`src/rtl/screen_clearer.sv`:
```
// screen_clearer: executes clear-screen / clear-line commands by writing
// BLANK_CHAR to every affected text VRAM cell, one write per granted cycle.
// Optional feature macro: SCREEN_CLEAR_HOME_EN adds cursor_home / home_row
// outputs so the cursor logic can return the cursor to column 0.
module screen_clearer #(
  parameter int          COLS       = 80,
  parameter int          ROWS       = 30,
  parameter int          ADDR_W     = 12,
  parameter int          ROW_W      = 5,
  parameter logic [7:0]  BLANK_CHAR = 8'h20
) (
  input  logic              clk,
  input  logic              rst,
  input  logic              clear_start,
  input  logic              mode,
  input  logic [ROW_W-1:0]  line_index,
  input  logic              vram_ready,
  output logic              vram_we,
  output logic [ADDR_W-1:0] vram_addr,
  output logic [7:0]        vram_wdata,
  output logic              busy,
  output logic              done
`ifdef SCREEN_CLEAR_HOME_EN
  ,
  output logic              cursor_home,
  output logic [ROW_W-1:0]  home_row
`endif
);

  localparam logic [ADDR_W-1:0] COLS_A    = ADDR_W'(COLS);
  localparam logic [ADDR_W-1:0] LINE_SPAN = ADDR_W'(COLS - 1);
  localparam logic [ADDR_W-1:0] LAST_ADDR = ADDR_W'(COLS * ROWS - 1);

  typedef enum logic [1:0] {
    ST_IDLE  = 2'd0,
    ST_CLEAR = 2'd1,
    ST_DONE  = 2'd2
  } state_t;

  state_t            state, state_next;
  logic              start_prev;
  logic [ADDR_W-1:0] addr_q, addr_next;
  logic [ADDR_W-1:0] end_addr, end_next;
  logic              start_acc;
  logic              line_ok;
  logic [ADDR_W-1:0] row_base;

  // Row base is only needed at command acceptance, so one multiply suffices;
  // the per-cell walk afterwards is a plain increment.
  assign row_base  = ADDR_W'(line_index) * COLS_A;
  assign line_ok   = 32'(line_index) < ROWS;
  assign start_acc = clear_start & ~start_prev;
  assign vram_addr = addr_q;

`ifdef SCREEN_CLEAR_HOME_EN
  logic [ROW_W-1:0] home_q, home_next;
  assign home_row    = home_q;
  assign cursor_home = done;
`endif

  // State, walk address, end address and start edge-detect registers
  always_ff @(posedge clk) begin
    if (rst) begin
      state      <= ST_IDLE;
      start_prev <= 1'b0;
      addr_q     <= '0;
      end_addr   <= '0;
`ifdef SCREEN_CLEAR_HOME_EN
      home_q     <= '0;
`endif
    end else begin
      state      <= state_next;
      start_prev <= clear_start;
      addr_q     <= addr_next;
      end_addr   <= end_next;
`ifdef SCREEN_CLEAR_HOME_EN
      home_q     <= home_next;
`endif
    end
  end

  // Next-state, walk control and write/status outputs
  always_comb begin
    state_next = state;
    addr_next  = addr_q;
    end_next   = end_addr;
    vram_we    = 1'b0;
    vram_wdata = 8'h00;
    busy       = 1'b0;
    done       = 1'b0;
`ifdef SCREEN_CLEAR_HOME_EN
    home_next  = home_q;
`endif
    unique case (state)
      ST_IDLE: begin
        // Edges seen in CLEAR/DONE are simply lost: only IDLE looks at start_acc.
        if (start_acc) begin
          if (!mode) begin
            addr_next  = '0;
            end_next   = LAST_ADDR;
            state_next = ST_CLEAR;
`ifdef SCREEN_CLEAR_HOME_EN
            home_next  = '0;
`endif
          end else if (line_ok) begin
            addr_next  = row_base;
            end_next   = row_base + LINE_SPAN;
            state_next = ST_CLEAR;
`ifdef SCREEN_CLEAR_HOME_EN
            home_next  = line_index;
`endif
          end else begin
            // Out-of-range line: nothing to write, report completion at once.
            state_next = ST_DONE;
`ifdef SCREEN_CLEAR_HOME_EN
            home_next  = '0;
`endif
          end
        end
      end
      ST_CLEAR: begin
        vram_we    = 1'b1;
        vram_wdata = BLANK_CHAR;
        busy       = 1'b1;
        // Without a grant the request and address simply hold.
        if (vram_ready) begin
          if (addr_q == end_addr) state_next = ST_DONE;
          else                    addr_next  = addr_q + ADDR_W'(1);
        end
      end
      ST_DONE: begin
        done       = 1'b1;
        busy       = 1'b1;
        state_next = ST_IDLE;
      end
      default: state_next = ST_IDLE;
    endcase
  end

endmodule

```
`config.mk`:
```
export PLATFORM = sky130hd
export DESIGN_NAME = screen_clearer
export DESIGN_NICKNAME = d
export VERILOG_FILES = /design/src/rtl/screen_clearer.sv
export SDC_FILE = /design/constraint.sdc
export NUM_CORES = 1
export LEC_CHECK = 0
export ABC_CLOCK_PERIOD_IN_PS = 2900
export CORE_MARGIN = 1.5
export CORE_UTILIZATION = 52
export CTS_CLUSTER_DIAMETER = 80
export DETAILED_ROUTE_END_ITERATION = 10
export PLACE_DENSITY = 0.8
export SETUP_SLACK_MARGIN = 0.05
export SYNTH_ARGS = -nofsm -noshare
export SYNTH_HDL_FRONTEND = slang
export SYNTH_SLANG_ARGS = --single-unit
export TNS_END_PERCENT = 30
```
`constraint.sdc`:
```
create_clock -name clk -period 2.9 [get_ports clk]
set_input_delay 0.58 -clock clk [delete_from_list [all_inputs] [get_ports clk]]
set_output_delay 0.58 -clock clk [all_outputs]
set_load 0.03 [all_outputs]
```
==> flow_summary.json, run 1 <==
{
  "r2r_slack_ns": 0.71,
  "rsz0062_at_grt": "false",
  "min_period_over_period": 0.8927,
  "drive_above_1_share": 0.1070,
  "avgSynthCellArea_um2": 8.144,
  "slew_violations": 0,
  "synth_warnings": 0,
  "vias": 1628,
  "antenna_cells": 0,
  "r2r_start": "state[1]",
  "yosysUniqueCellTypes": 50,
  "drtPass1Iterations": 5,
  "start_util": 0.5572,
  "cts_setup_buffers": 0,
  "final_common_cell": "clkdlybuf4s50_1",
  "critPathMaxFanout": 15,
  "hp-class": "reg -> reg",
  "peakVddDrop_uv": 366.2,
  "finClkSkew_ns": 0.006539,
  "htreeDepth": 1,
  "numCtsBuffers": 3,
  "synth_ff_type": "dfxtp_1",
  "seq_area_frac_synth": 0.2757,
  "dp_cells": 283,
  "criticalPathCategory": "reg -> out",
  "num_rows": 20,
  "synth_top_family_by_area": "simple AND/OR/NAND/NOR gates",
  "setup_tns_ns": 0,
  "async_flop_share": 0,
  "synthSimpleGateAreaFrac": 0.2426,
  "wl_mm": 4.016,
  "fmax_mhz": 386.3,
  "grt_max_degree": 18,
  "cts_sinks": 24,
  "netlist_area_um2": 1743,
  "grt_first_pass_wirelength_mm": 6.748,
  "coreArea_um2": 3128,
  "tightest_slew_ns": 0.6104,
  "fin_crit_ns": 2.589,
  "final_net_count": 266,
  "worstSetupEndpointType": "output pin",
  "synth-xor-area-share": 0.08327,
  "hold_buffers": 0,
  "cts_tree": "built",
  "crit_required_ns": 2.32,
  "cp-start-kind": "register",
  "maxCapViolCount": 0,
  "stdcell_count": 287,
  "antenna_found_initial": 0,
  "path_clk_slew_ns": 0.14,
  "vias_per_cell": 5.672,
  "clk_path_buf_depth": 2,
  "grtUsageTotal": 0.2431,
  "final_cell_mix": "clkdlybuf4s50_1, dfxtp_1, a21oi_1",
  "worst_r2r_path_depth": 6,
  "r2r-end": "vram_addr[7]",
  "syn2layout_area_growth_pct": 21.03,
  "pin_count": 33,
  "dpl_cell_area_um2": 2057,
  "critPathArrivalTime_ns": 2.01,
  "final_design_area_no_fill_um2": 2110,
  "synth_compound_area_frac": 0.2096,
  "grt-ovfl-total": 0,
  "drtIter0Drc": 86,
  "synth.mux.area_fraction": 0.01292,
  "slew_headroom": 0.5918,
  "hold_viol": 0,
  "n_fill_cell": 283,
  "timing.hold.ws_ns": 0.5042,
  "hold_end": "end_addr[10]",
  "ys_seq_elements": 24,
  "synth-edff-count": 0,
  "p_per_area_nw_per_um2": 831.3,
  "syn_inst": 214,
  "fp.dieArea_um2": 3708,
  "drc_errors": 0,
  "die_y_um": 60.90,
  "die_x_um": 60.90,
  "drt-wirelength-per-cell_um": 13.99,
  "place_congestion": 0.8743,
  "port_buffers": 25,
  "min_delay_path_depth": 2,
  "grt_pass1_vias": 1402,
  "dp_hpwl_mm": 3.063,
  "clk_latency_ns": 0.33,
  "synthAdderAreaFrac": 0.09045,
  "cts_root_buf": "clkbuf_4",
  "ant_nets": 0,
  "total_leakage_power_nw": 0.8078,
  "post_cts_resized": 0,
  "setup_violations": 0,
  "outcome": "complete, no violations",
  "hold_start": "end_addr[10]"
}
[how the worst max path moves through the flow]
stage                  start             to  slack (ns)  depth (start not counted)
3_3_place_gp   line_index[3]   end_addr[10]        0.11                         10
4_1_cts             state[1]  vram_wdata[5]        0.31                          3
6_report            state[1]  vram_wdata[5]        0.31                          3
5_1_grt             state[1]  vram_wdata[5]        0.18                          3
2_1_floorplan  line_index[1]   end_addr[10]        0.58                          9
3_5_place_dp   line_index[3]   end_addr[10]        0.09                         10
[registers in the layout, summed over array words and instances (netlist names)]
register / cells
end_addr: 9
state: 2
vram_addr: 12
start_prev: 1
[metrics by stage]
stage,total power [mW],worst slack [ns],util
after floorplan,1.196,0.5758,-
after global placement,1.494,0.1113,0.6576
after detailed placement,1.504,0.09078,0.6576
after CTS,1.755,0.3135,0.6744
after global routing,1.884,0.1808,0.6744
final,1.754,0.3111,0.6744
[Yosys cell counts, types with 2 or more instances]
| library cell | number | area [um^2] |
|---|---|---|
| a311oi_1 | 5 | 43.79 |
| nor2_1 | 14 | 52.55 |
| dfxtp_1 | 24 | 480.5 |
| nor3_1 | 5 | 25.02 |
| and3_2 | 2 | 15.01 |
| nand2b_1 | 6 | 37.54 |
| ha_1 | 11 | 137.6 |
| nand4_1 | 5 | 31.28 |
| a21oi_1 | 19 | 95.09 |
| nor3b_1 | 3 | 22.52 |
| nor4_1 | 7 | 43.79 |
| a21o_1 | 3 | 22.52 |
| xor2_1 | 5 | 43.79 |
| clkbuf_1 | 7 | 26.28 |
| nand3_1 | 9 | 45.04 |
| xnor2_1 | 9 | 78.83 |
| a211oi_1 | 3 | 22.52 |
| o21ai_0 | 7 | 35.03 |
| nand2_1 | 14 | 52.55 |
| mux2_2 | 2 | 22.52 |
| o32ai_1 | 3 | 26.28 |
| inv_1 | 13 | 48.80 |
| buf_4 | 8 | 60.06 |
| nor2b_1 | 4 | 25.02 |
[worst max-delay path, stage by stage (launching register included)]
cell             delay [ns]
dfxtp_1                0.35
inv_1                  0.08
ha_1                   0.48
clkdlybuf4s50_1        0.78
[cell families (layout without fill, tap and decap cells)]
group	count (synthesis)	in the layout
XOR/XNOR	15	15
adder cells (fa/ha/maj)	12	12
multiplexers	2	2
AND/OR/NAND/NOR	78	78
other	1	7
AO/OA/AOI/OAI	52	52
flip-flops	24	24
buffers and inverters	30	53
[routing by layer]
layer / share of wire / up-vias / wire (um) / track usage
li1: - / 824 / - / -
met1: 0.47 / 751 / 1878 / 0.3429
met2: 0.47 / 48 / 1869 / 0.3779
met3: 0.055 / 5 / 222 / 0.02985
met4: 0.011 / 0 / 46 / 0.09627
met5: 0 / - / 0 / 0
[where the power goes]
| group | switching [mW] | internal [mW] |
|---|---|---|
| logic | 0.579 | 0.434 |
| clock network | 0.108 | 0.140 |
| registers | 0.0919 | 0.402 |
| total | 0.779 | 0.975 |
[final cells by class]
class,count,area [um^2],area share
repair buffers,36,332.8,0.1578
flip-flops and latches,24,480.5,0.2278
inverters,13,48.80,0.02313
clock buffers,3,22.52,0.01068
multi-input cells,166,1140,0.5403
well taps,44,55.05,0.02610
clock inverters,1,30.03,0.01423
Power figures use the tool's default switching activity.
==> run 2: changes to the inputs <==
PLACE_DENSITY = 0.89   (was 0.8)
==> run 2 against run 1 <==
Net effect: critical path depth grew 7; register-to-register slack gained 0.08 ns; sequential share of layout area grew 0.18 points; hold slack lost 0.0020 ns; clock skew shrank 0.0027 ns; worst setup slack gained 0.096 ns; routed wire length shrank 0.50%; clock power shrank 28%; critical endpoint is now end_addr[10]; largest cell class unchanged; largest power group unchanged; highest routed layer unchanged.
==> flow_summary.json, run 2 (synthesis results as in run 1) <==
{
  "htreeDepth": 1,
  "clk_path_buf_depth": 2,
  "maxCapViolCount": 0,
  "critical-path-top-delay-family": "adder cells",
  "path_clk_slew_ns": 0.13,
  "drt-wirelength-per-cell_um": 13.92,
  "hp-class": "reg -> reg",
  "hold_start": "end_addr[9]",
  "stdcell_count": 287,
  "cts_tree": "built",
  "total_leakage_power_nw": 0.8007,
  "wl_mm": 3.996,
  "post_cts_resized": 0,
  "cts_setup_buffers": 0,
  "syn2layout_area_growth_pct": 20.10,
  "hold_buffers": 0,
  "r2r_slack_ns": 0.79,
  "critPathMaxFanout": 3,
  "critPathArrivalTime_ns": 2.71,
  "cts_root_buf": "clkbuf_4",
  "numCtsBuffers": 3,
  "final_cell_mix": "clkdlybuf4s50_1, dfxtp_1, a21oi_1",
  "cp_cell_sequence": "clkdlybuf4s50_1 > ha_1 > ha_1 > inv_1 > fa_1 > xor2_1 > nor3b_1 > xnor3_1 > nand3_1 > a21oi_1",
  "fin_crit_ns": 2.493,
  "cpMostUsedCell": "ha_1",
  "cp-start-kind": "primary input",
  "dp_cells": 283,
  "worstSetupEndpointType": "register",
  "peakVddDrop_uv": 353.4,
  "p_per_area_nw_per_um2": 810.4,
  "ant_nets": 0,
  "drive_above_1_share": 0.1070,
  "grt_pass1_vias": 1511,
  "fmax_mhz": 401.1,
  "grt-ovfl-total": 0,
  "power_mw": 1.696,
  "rsz0062_at_grt": "false",
  "hold_end": "end_addr[9]",
  "drtIter0Drc": 186,
  "final_net_count": 266,
  "antenna_cells": 0,
  "grtUsageTotal": 0.2424,
  "start_util": 0.5572,
  "drc_errors": 0,
  "pin_count": 33,
  "r2r_start": "vram_addr[7]",
  "worst_r2r_path_depth": 5,
  "cts_sinks": 24,
  "die_x_um": 60.90,
  "fp.dieArea_um2": 3708,
  "slew_violations": 0,
  "max_stage_delay_ns": 0.44,
  "r2r-end": "vram_addr[10]",
  "finClkSkew_ns": 0.003850,
  "dpl_cell_area_um2": 2057,
  "vias_per_cell": 5.930,
  "tightest_slew_ns": 0.7532,
  "num_rows": 20,
  "clk_latency_ns": 0.32,
  "criticalPathCategory": "in -> reg",
  "setup_tns_ns": 0,
  "final_common_cell": "clkdlybuf4s50_1",
  "worstPathBufferInverterCount": 2,
  "final_design_area_no_fill_um2": 2093,
  "largest_reg_flops": 12,
  "grt_max_degree": 18,
  "slew_headroom": 0.4932,
  "vias": 1702,
  "place_congestion": 0.8934,
  "outcome": "complete, no violations",
  "cpMaxStageDelayCell": "clkdlybuf4s50_1",
  "drtPass1Iterations": 5,
  "min_delay_path_depth": 2,
  "grt_first_pass_wirelength_mm": 6.706,
  "dp_hpwl_mm": 3.029,
  "crit_required_ns": 3.12,
  "critical_path.startpoint": "line_index[3]",
  "hold_viol": 0,
  "port_buffers": 25,
  "die_y_um": 60.90,
  "antenna_found_initial": 0,
  "n_fill_cell": 265,
  "setup_violations": 0,
  "coreArea_um2": 3128,
  "timing.hold.ws_ns": 0.5022,
  "min_period_over_period": 0.8597
}
-- run 2: how the worst max path moves through the flow --
| stage | endpoint | slack [ns] | depth (start not counted) |
|---|---|---|---|
| final | end_addr[10] | 0.41 | 10 |
| after global routing | end_addr[10] | 0.33 | 10 |
| after CTS | end_addr[10] | 0.40 | 10 |
| after detailed placement | end_addr[10] | 0.05 | 10 |
| after global placement | end_addr[10] | 0.11 | 10 |
| after floorplan | end_addr[10] | 0.58 | 9 |
-- run 2: report_power, final --
group,switching [mW],leakage [nW],internal [mW]
Combinational,0.583,0.583,0.436
Clock,0.102,0.0210,0.0767
Sequential,0.0962,0.196,0.402
Total,0.781,0.801,0.915
-- run 2: stage by stage --
| step | worst slack (ns) | utilization |
|---|---|---|
| 6_report | 0.4068 | 0.6692 |
| 2_1_floorplan | 0.5758 | - |
| 5_1_grt | 0.3268 | 0.6692 |
| 4_1_cts | 0.4037 | 0.6692 |
| 3_5_place_dp | 0.05306 | 0.6576 |
| 3_3_place_gp | 0.1120 | 0.6576 |
-- run 2: worst reg2reg max path, delay by kind of cell, from the launching register on --
family                    cells  cell delay [ns]
AOI/OAI and AO/OA             1             0.25
xor gates and xnor gates      1             0.17
DFF                           1             0.55
and+or+nand+nor               3             1.06
-- run 2: layout make-up --
type / count / area (um^2) / share of cell area
sequential: 24 / 480.5 / 0.2295
clock buffer: 4 / 36.28 / 0.01733
timing repair buffer: 36 / 332.8 / 0.1590
inverter: 13 / 48.80 / 0.02331
multi-input combinational: 166 / 1140 / 0.5445
tap: 44 / 55.05 / 0.02630
-- run 2: per-layer routing --
layer	track usage	up-vias	wire length [um]
li1	-	825	-
met1	0.3355	779	1792
met2	0.3763	88	1822
met3	0.03838	10	325
met4	0.09938	0	55
met5	0	-	0
==> run 3: changes to the inputs <==
PLACE_DENSITY = 0.8   (was 0.89)
==> results of run 3 <==
The final DEF is identical to that of run 1; final timing and power are the same.
